--- src/rtl/mult_pipe_pkg.sv ---
`default_nettype none
// ============================================================================
// Module   : mult_pipe_pkg
// Purpose  : Shared constants and helpers for the mult_pipe_lpm multiplier.
// Revision : 1.0 - initial parametrised release
// ============================================================================
package mult_pipe_pkg;

  localparam int MAX_PIPELINE = 8;
  localparam int MIN_PIPELINE = 1;
  localparam int MIN_WIDTH    = 2;
  localparam int MAX_WIDTH    = 32;
  localparam int EXT_WIDTH    = MAX_WIDTH + 1;

  function automatic int full_width(input int wa, input int wb);
    return wa + wb;
  endfunction

  // Extends a w-bit operand by one bit: sign fill when sgn=1, zero fill otherwise.
  function automatic logic [EXT_WIDTH-1:0] ext_operand(
    input logic [MAX_WIDTH-1:0] v,
    input int                   w,
    input logic                 sgn
  );
    logic                 fill;
    logic [EXT_WIDTH-1:0] r;
    fill = 1'b0;
    for (int i = 0; i < MAX_WIDTH; i++) begin
      if (i == w - 1) fill = sgn & v[i];
    end
    for (int i = 0; i < EXT_WIDTH; i++) begin
      r[i] = (i < w) ? v[i] : fill;
    end
    return r;
  endfunction

endpackage
`default_nettype wire

--- src/rtl/mult_pipe_stage.sv ---
`default_nettype none
// ============================================================================
// Module   : mult_pipe_stage
// Purpose  : Enable-gated data+valid pipeline register, async active-high clear.
// Revision : 1.0 - initial release
// ============================================================================
module mult_pipe_stage #(
  parameter int WIDTH = 8
) (
  input  logic             clk,
  input  logic             rst,
  input  logic             i_en,
  input  logic             i_valid,
  input  logic [WIDTH-1:0] i_data,
  output logic             o_valid,
  output logic [WIDTH-1:0] o_data
);

  logic             r_valid;
  logic [WIDTH-1:0] r_data;

  // Data only loads behind a valid bit so the last good value is held.
  always_ff @(posedge clk or posedge rst) begin
    if (rst) begin
      r_valid <= 1'b0;
      r_data  <= '0;
    end else if (i_en) begin
      r_valid <= i_valid;
      if (i_valid) r_data <= i_data;
    end
  end

  assign o_valid = r_valid;
  assign o_data  = r_data;

endmodule
`default_nettype wire

--- src/rtl/mult_pipe_lpm.sv ---
`default_nettype none
// ============================================================================
// Module   : mult_pipe_lpm
// Purpose  : Pipelined signed/unsigned multiplier with valid tracking and stall.
//            Define MULT_PIPE_ACCUM_EN for the multiply-accumulate variant.
// Revision : 1.0 - parametrised successor of the fixed 20x20 LPM multiplier
// ============================================================================
module mult_pipe_lpm
  import mult_pipe_pkg::*;
#(
  parameter int WIDTHA   = 20,
  parameter int WIDTHB   = 20,
  parameter int WIDTHP   = 40,
  parameter int PIPELINE = 1
) (
  input  logic              Clock,
  input  logic              Aclr,
  input  logic              ClkEn,
  input  logic              InValid,
  input  logic              Signed,
  input  logic [WIDTHA-1:0] DataA,
  input  logic [WIDTHB-1:0] DataB,
`ifdef MULT_PIPE_ACCUM_EN
  input  logic              AccClr,
`endif
  output logic [WIDTHP-1:0] Result,
  output logic              OutValid
);

  localparam int c_WFULL = full_width(WIDTHA, WIDTHB);
  localparam int c_NDLY  = (PIPELINE > 1) ? PIPELINE - 2 : 0;
  localparam int c_PW    = c_WFULL + 2;

  generate
    if (WIDTHA < MIN_WIDTH || WIDTHA > MAX_WIDTH ||
        WIDTHB < MIN_WIDTH || WIDTHB > MAX_WIDTH) begin : g_bad_width
      $error("mult_pipe_lpm: operand width out of range");
    end
    if (WIDTHP < 1 || WIDTHP > c_WFULL) begin : g_bad_widthp
      $error("mult_pipe_lpm: WIDTHP out of range");
    end
    if (PIPELINE < MIN_PIPELINE || PIPELINE > MAX_PIPELINE) begin : g_bad_pipe
      $error("mult_pipe_lpm: PIPELINE out of range");
    end
  endgenerate

  logic w_clr_in;
`ifdef MULT_PIPE_ACCUM_EN
  assign w_clr_in = AccClr;
`else
  assign w_clr_in = 1'b0;
`endif

  logic              w_mul_valid;
  logic              w_mul_sgn;
  logic              w_mul_clr;
  logic [WIDTHA-1:0] w_mul_a;
  logic [WIDTHB-1:0] w_mul_b;

  // With PIPELINE=1 the only register is the output, so the product is formed from the ports.
  generate
    if (PIPELINE > 1) begin : g_stage1
      logic              r_valid;
      logic              r_sgn;
      logic              r_clr;
      logic [WIDTHA-1:0] r_a;
      logic [WIDTHB-1:0] r_b;

      always_ff @(posedge Clock or posedge Aclr) begin
        if (Aclr) begin
          r_valid <= 1'b0;
          r_sgn   <= 1'b0;
          r_clr   <= 1'b0;
          r_a     <= '0;
          r_b     <= '0;
        end else if (ClkEn) begin
          r_valid <= InValid;
          if (InValid) begin
            r_sgn <= Signed;
            r_clr <= w_clr_in;
            r_a   <= DataA;
            r_b   <= DataB;
          end
        end
      end

      assign w_mul_valid = r_valid;
      assign w_mul_sgn   = r_sgn;
      assign w_mul_clr   = r_clr;
      assign w_mul_a     = r_a;
      assign w_mul_b     = r_b;
    end else begin : g_no_stage1
      assign w_mul_valid = InValid;
      assign w_mul_sgn   = Signed;
      assign w_mul_clr   = w_clr_in;
      assign w_mul_a     = DataA;
      assign w_mul_b     = DataB;
    end
  endgenerate

  logic [WIDTHA:0]    w_ext_a;
  logic [WIDTHB:0]    w_ext_b;
  logic [c_WFULL-1:0] w_full;

  assign w_ext_a = (WIDTHA + 1)'(ext_operand(MAX_WIDTH'(w_mul_a), WIDTHA, w_mul_sgn));
  assign w_ext_b = (WIDTHB + 1)'(ext_operand(MAX_WIDTH'(w_mul_b), WIDTHB, w_mul_sgn));
  // The exact product fits in c_WFULL bits for both modes, so modular signed math suffices.
  assign w_full  = c_WFULL'($signed(w_ext_a)) * c_WFULL'($signed(w_ext_b));

  logic [c_PW-1:0] w_pay [0:c_NDLY];
  logic            w_vld [0:c_NDLY];

  assign w_pay[0] = {w_mul_clr, w_mul_sgn, w_full};
  assign w_vld[0] = w_mul_valid;

  generate
    for (genvar k = 1; k <= c_NDLY; k++) begin : g_dly
      mult_pipe_stage #(.WIDTH(c_PW)) u_stage (
        .clk     (Clock),
        .rst     (Aclr),
        .i_en    (ClkEn),
        .i_valid (w_vld[k-1]),
        .i_data  (w_pay[k-1]),
        .o_valid (w_vld[k]),
        .o_data  (w_pay[k])
      );
    end
  endgenerate

  logic              w_pre_clr;
  logic              w_pre_sgn;
  logic [c_WFULL-1:0] w_pre_prod;
  logic [WIDTHP-1:0] w_fin_d;
  logic [WIDTHP-1:0] w_fin_q;

  assign {w_pre_clr, w_pre_sgn, w_pre_prod} = w_pay[c_NDLY];

`ifdef MULT_PIPE_ACCUM_EN
  generate
    if (WIDTHP < c_WFULL) begin : g_bad_acc
      $error("mult_pipe_lpm: accumulator needs WIDTHP >= WIDTHA+WIDTHB");
    end
  endgenerate

  logic [WIDTHP-1:0] w_pre_ext;
  assign w_pre_ext = w_pre_sgn ? WIDTHP'($signed(w_pre_prod)) : WIDTHP'(w_pre_prod);
  assign w_fin_d   = (w_pre_clr ? '0 : w_fin_q) + w_pre_ext;
`else
  logic w_unused_ok;
  assign w_unused_ok = w_pre_clr ^ w_pre_sgn ^ (^w_pre_prod);
  assign w_fin_d     = w_pre_prod[c_WFULL-1 -: WIDTHP];
`endif

  mult_pipe_stage #(.WIDTH(WIDTHP)) u_final (
    .clk     (Clock),
    .rst     (Aclr),
    .i_en    (ClkEn),
    .i_valid (w_vld[c_NDLY]),
    .i_data  (w_fin_d),
    .o_valid (OutValid),
    .o_data  (w_fin_q)
  );

  assign Result = w_fin_q;

endmodule
`default_nettype wire

--- config.mk ---
export PLATFORM = sky130hd
export DESIGN_NAME = mult_pipe_lpm
export DESIGN_NICKNAME = d
export VERILOG_FILES = /design/src/rtl/mult_pipe_pkg.sv /design/src/rtl/mult_pipe_stage.sv /design/src/rtl/mult_pipe_lpm.sv
export SDC_FILE = /design/constraint.sdc
export NUM_CORES = 1
export LEC_CHECK = 0
export BUFFER_PORTS_ARGS = -buffer_cell sky130_fd_sc_hd__buf_4
export CORE_AREA = 2 2 170 239
export CTS_CLUSTER_SIZE = 30
export DETAILED_ROUTE_END_ITERATION = 6
export DIE_AREA = 0 0 172 241
export SLEW_MARGIN = 20
export SYNTH_ARGS = -nofsm -noshare
export SYNTH_HDL_FRONTEND = slang
export SYNTH_SLANG_ARGS = --single-unit
--- constraint.sdc ---
create_clock -name Clock -period 3.6 [get_ports Clock]
set_input_delay 0.72 -clock Clock [delete_from_list [all_inputs] [get_ports Clock]]
set_output_delay 0.72 -clock Clock [all_outputs]
set_load 0.1 [all_outputs]
---- After elaboration in Yosys (flattened, before gate mapping) ----
Cells that the tools add are included.
storage, ports and cells
  output and inout port bits .............. 41
  word-level logic and storage cells ...... 6
  register bits after elaboration ......... 41
operators by class
  reduce and logical (&&, ||, !) cells .... 1
  $mul .................................... 1
  bitwise logic cells ..................... 2
operator list
  kind              number
  $mul 21x21->40    1
  $and 1x1->1       2
  $reduce_and 2->1  1

---- Logic depth before layout (Yosys ltp) ----
  depth in word-level cells ............... 2
  depth in mapped cells ................... 27
  depth with buffers taken out ............ 25

---- Cells and area by module ----
A second synthesis with hierarchy kept.
second synthesis, totals
  cells, all modules ...................... 1,921
  area, all modules ....................... 17,763.3 µm²
by module, submodules not included
  module           times used  seq. area each (µm²)  area each (µm²)  cells an instance
  mult_pipe_lpm    1           0.0                   16,076.7         1,832
  mult_pipe_stage  1           1,026.0               1,686.6          89

---- Worst setup path before layout ----
OpenSTA, ideal clock, no wires.
  path type ............................... input to register
  from .................................... input Signed
  to ...................................... register u_final.r_data[38], in the netlist u_final.o_data[38]
  setup slack ............................. -3.750 ns
  arrival ................................. 7.230 ns
  stages .................................. 25
  cells stage by stage .................... clkbuf_1 -> and2_1 -> clkbuf_1 -> nand2_1 -> inv_1 -> fa_1 -> fa_1 -> fa_1 -> inv_1 -> fa_1 -> inv_1 -> fa_1 -> fa_1 -> inv_1 -> fa_1 -> inv_1 -> ha_1 -> nand3_1 -> nor2_1 -> a221o_1 -> nand2b_4 -> o211ai_2 -> a31oi_1 -> or3_1 -> a31o_1
between the ends
  word-level cells in the longest chain between the ends .. 2
  elaborated cells on any way between the ends .. 3
  classes of those cells .................. mul: 1; bitwise: 2
ends and longest elaborated chain
  what                    RTL line               RTL
  start: declaration      mult_pipe_lpm.sv:20    input logic Signed,
  $and 1x1->1             mult_pipe_pkg.sv:29    if (i == w - 1) fill = sgn & v[i];
  $mul 21x21->40 *        mult_pipe_lpm.sv:108   assign w_full = c_WFULL'($signed(w_ext_a)) * c_WFULL'($signed(w_ext_b));
  end signal: assignment  mult_pipe_stage.sv:29  if (i_valid) r_data <= i_data;
  end: declaration        mult_pipe_stage.sv:20  logic [WIDTH-1:0] r_data;
Every way passes the cells marked *; elsewhere a longest branch is shown, timed or not.
A chain may end at the register's enable or synchronous reset.

---- Worst setup path after layout ----
Ends and elaborated chain as after synthesis.

==> metrics.txt <==
# TYPE chip_impl_metric gauge
chip_impl_info{name="outcome",value="finished, violations left"} 1
chip_impl_info{name="violations",value="negative setup slack"} 1
chip_impl_metric{name="num_antenna_cells",unit=""} 0
chip_impl_metric{name="syn-mean-instance-area",unit="µm²"} 8.859
chip_impl_metric{name="timing.final.crit_period",unit="ns"} 6.654
chip_impl_info{name="hp-class",value="reg2reg"} 1
chip_impl_metric{name="syn_inst",unit=""} 1970
chip_impl_metric{name="worst_pin_slew",unit="ns"} 0.5783
chip_impl_metric{name="dp.cells",unit=""} 2693
chip_impl_metric{name="num_io_pins",unit=""} 86
chip_impl_metric{name="ant_nets",unit=""} 0
chip_impl_info{name="most_utilized_layer_in_the_global_route_result",value="met2"} 1
chip_impl_metric{name="residual_drc",unit=""} 0
chip_impl_metric{name="syn-num-nets",unit=""} 2566
chip_impl_metric{name="ys.warnings.count",unit=""} 0
chip_impl_metric{name="portBuffers",unit=""} 85
chip_impl_metric{name="yosys_register_bits",unit=""} 41
chip_impl_metric{name="worstRegToRegCells",unit=""} 2
chip_impl_metric{name="via_count",unit=""} 13540
chip_impl_info{name="synth_top_cell_by_area",value="sky130_fd_sc_hd__fa_1"} 1
chip_impl_info{name="dominantRegCellSynth",value="sky130_fd_sc_hd__dfrtp_1"} 1
chip_impl_metric{name="number_of_global_route_vias_before_repair",unit=""} 15930
chip_impl_metric{name="drt_wl_total",unit="mm"} 47.65
chip_impl_metric{name="cts.clk_slew.worst_paths",unit="ns"} 0.06
chip_impl_metric{name="report.final.hold_viol_count",unit=""} 0
chip_impl_metric{name="drive_above_1_share",unit="%"} 26.43
chip_impl_metric{name="design.final.nets",unit=""} 2816
chip_impl_metric{name="reg2reg_slack",unit="ns"} 2.70
chip_impl_metric{name="clock_path_buffers",unit=""} 2
chip_impl_metric{name="crit_required",unit="ns"} 3.77
chip_impl_info{name="kind_of_critical_path",value="in2reg"} 1
chip_impl_metric{name="route.detailed.vias_per_inst",unit=""} 4.925
chip_impl_metric{name="grtUsageMet3",unit="%"} 1.558
chip_impl_metric{name="antenna_found_initial",unit=""} 0
chip_impl_metric{name="first_pass_detailed_route_iteration_total",unit=""} 4
chip_impl_info{name="cts-root-buf",value="sky130_fd_sc_hd__clkbuf_16"} 1
chip_impl_metric{name="die_height",unit="µm"} 241
chip_impl_metric{name="cts_made_buffers",unit=""} 5
chip_impl_metric{name="clkSinkCount",unit=""} 41
chip_impl_info{name="setup.worst_path.end_class",value="flip-flop"} 1
chip_impl_info{name="start_kind",value="primary input"} 1
chip_impl_metric{name="grt.met1_usage",unit="%"} 24.23
chip_impl_metric{name="maxCapViolCount",unit=""} 0
chip_impl_metric{name="globalplace.congestion",unit=""} 0.9171
chip_impl_info{name="synth.top_cells.by_area",value="sky130_fd_sc_hd__fa_1, sky130_fd_sc_hd__inv_1, sky130_fd_sc_hd__ha_1, sky130_fd_sc_hd__nand2_1, sky130_fd_sc_hd__dfrtp_1"} 1
chip_impl_metric{name="post-dp-hpwl",unit="mm"} 40.93
chip_impl_metric{name="clock.fmax",unit="GHz"} 0.1503
chip_impl_metric{name="period_share",unit="%"} 184.8
chip_impl_metric{name="die-area",unit="mm²"} 0.04145
chip_impl_metric{name="core_region_area",unit="mm²"} 0.03917
chip_impl_metric{name="synth_enable_flop_cells",unit=""} 0
chip_impl_metric{name="grt_util_overall",unit="%"} 24.76
chip_impl_info{name="synth_most_common_cell",value="sky130_fd_sc_hd__inv_1"} 1
chip_impl_metric{name="flow.area_growth_from_synthesis",unit="%"} 28.51
chip_impl_info{name="worstReg2RegStart",value="u_final.o_data[28]$_DFFE_PP0P_"} 1
chip_impl_metric{name="row_count",unit=""} 86
chip_impl_metric{name="setup_viol",unit=""} 34
chip_impl_metric{name="synth_top_area_share",unit="%"} 50.82
chip_impl_metric{name="chipWidth",unit="µm"} 172
chip_impl_metric{name="synth.cell_area",unit="mm²"} 0.01745
chip_impl_metric{name="final_critical_path_setup_slack",unit="ns"} -3.054
chip_impl_metric{name="fillerInstances",unit=""} 3500
chip_impl_info{name="slowest_stage",value="sky130_fd_sc_hd__fa_2"} 1
chip_impl_info{name="r2r-end",value="u_final.o_data[28]$_DFFE_PP0P_"} 1
chip_impl_info{name="post_synth_most_frequent_cells",value="sky130_fd_sc_hd__inv_1, sky130_fd_sc_hd__fa_1, sky130_fd_sc_hd__nand2_1"} 1
chip_impl_info{name="cpMostUsedCell",value="sky130_fd_sc_hd__fa_1"} 1
chip_impl_metric{name="worstSkewPairLatency",unit="ns"} 0.28
chip_impl_metric{name="drt-wirelength-per-cell",unit="µm"} 17.33
chip_impl_metric{name="synth_cell_type_count",unit=""} 47
chip_impl_metric{name="skew",unit="ns"} 0
chip_impl_metric{name="grt-ovfl-total",unit=""} 0
chip_impl_metric{name="grt_pass1_wl",unit="mm"} 78.07
chip_impl_metric{name="drt_iter0_drc",unit=""} 501
chip_impl_metric{name="critical_path_arrival",unit="ns"} 6.83
chip_impl_info{name="tritoncts_clock_tree",value="yes"} 1
chip_impl_metric{name="grt_util_met2",unit="%"} 50.24
chip_impl_info{name="rsz_0062_raised_after_global_routing",value="true"} 1
chip_impl_metric{name="initial_cell_density_of_the_core",unit="%"} 44.56
chip_impl_metric{name="grt_start_max_net_pins",unit=""} 42
chip_impl_metric{name="drv_slew",unit=""} 0
chip_impl_metric{name="ys_seq_area_share",unit="%"} 5.879
chip_impl_info{name="hp-start",value="u_final.o_data[3]$_DFFE_PP0P_"} 1
chip_impl_metric{name="path_max_fanout",unit=""} 7
chip_impl_info{name="hold-path-endpoint",value="u_final.o_data[3]$_DFFE_PP0P_"} 1
chip_impl_metric{name="post_layout_nonfiller_instances",unit=""} 2749
chip_impl_metric{name="async_reset_ff_share",unit="%"} 100.0
chip_impl_metric{name="cts.htree.levels",unit=""} 2
chip_impl_metric{name="slowest_delay",unit="ns"} 0.56
chip_impl_metric{name="timing.hold.worst_path_depth",unit=""} 2
chip_impl_metric{name="maxSlewHeadroom",unit="%"} 61.45
[stage by stage]
stage / setup slack [ns] / instance area, µm² / setup TNS (ns) / utilization [%] / hold WS [ns]
final: -3.054 / 22430 / -83.54 / 57.26 / 0.4884
after global routing: -3.268 / 22430 / -89.79 / 57.26 / 0.5235
after CTS: -3.066 / 21910 / -82.83 / 55.94 / 0.4861
after detailed placement: -3.527 / 20500 / -97.73 / 52.34 / 0.4751
after global placement: -3.529 / 20500 / -96.89 / 52.34 / 0.4695
after floorplan: -3.250 / 18260 / -76.93 / - / 0.8290
[placed cells by master, fill, tap and decap left out, types with 37 or more instances in the layout]
cell / n
sky130_fd_sc_hd__nand2_1: 307
sky130_fd_sc_hd__ha_1: 65
sky130_fd_sc_hd__buf_4: 251
sky130_fd_sc_hd__dfrtp_1: 41
sky130_fd_sc_hd__ha_4: 42
sky130_fd_sc_hd__fa_1: 420
sky130_fd_sc_hd__inv_1: 505
sky130_fd_sc_hd__and2_1: 135
sky130_fd_sc_hd__buf_6: 47
sky130_fd_sc_hd__inv_2: 37
[worst max-delay path: cells and delay by family]
kind | cells | cell delay (ns)
AO/OA/AOI/OAI | 6 | 1.24
adder cells (fa/ha/maj) | 8 | 3.71
buffers and inverters | 7 | 0.38
AND/OR/NAND/NOR | 4 | 0.79
[area by class of cell]
class / count / area, µm² / share of cell area (%)
Clock inverter: 3 / 46.29 / 0.2064
Timing Repair Buffer: 337 / 3132 / 13.96
Tap cell: 528 / 660.6 / 2.946
Multi-Input combinational cell: 1290 / 15380 / 68.60
Clock buffer: 5 / 125.1 / 0.5579
Sequential cell: 41 / 1026 / 4.575
Inverter: 545 / 2053 / 9.155
[kinds of logic (layout without fill, tap and decap cells)]
family,Yosys count,count (layout),share of synthesized area (%)
compound gates,129,129,4.624
xor+xnor,43,43,2.158
fa+ha+maj,551,551,58.56
buf+inv,639,890,13.75
flops,41,41,5.879
simple gates,567,567,15.03
[state kept, by name, indices dropped and copies added, names as in the netlist]
register / count
u_final.o_data: 40
u_final.o_valid: 1
[repair_timing]
action	4_1_cts	5_1_grt
setup endpoints to repair	35	35
resized for setup	240	91
pin swaps	124	91
gates cloned	1	0
hold buffers	0	0
buffers inserted	35	18
[routing by layer]
layer	vias to the layer above	share of wire [%]
met4	0	7.0
met2	243	59
li1	6106	-
met5	-	0
met1	7053	32
met3	138	1.8
[worst max path at each step]
stage,start,to,slack [ns]
global placement,DataA[19],u_final.o_data[39]$_DFFE_PP0P_,-3.53
global route,Signed,u_final.o_data[38]$_DFFE_PP0P_,-3.27
CTS,DataA[19],u_final.o_data[38]$_DFFE_PP0P_,-3.07
detailed placement,DataA[19],u_final.o_data[39]$_DFFE_PP0P_,-3.53
floorplan,Signed,u_final.o_data[38]$_DFFE_PP0P_,-3.25
finish,Signed,u_final.o_data[38]$_DFFE_PP0P_,-3.05
Power is left out: the tool's default activity adds up to more than one toggle a clock period on the data nets, which glitch-free logic cannot reach.
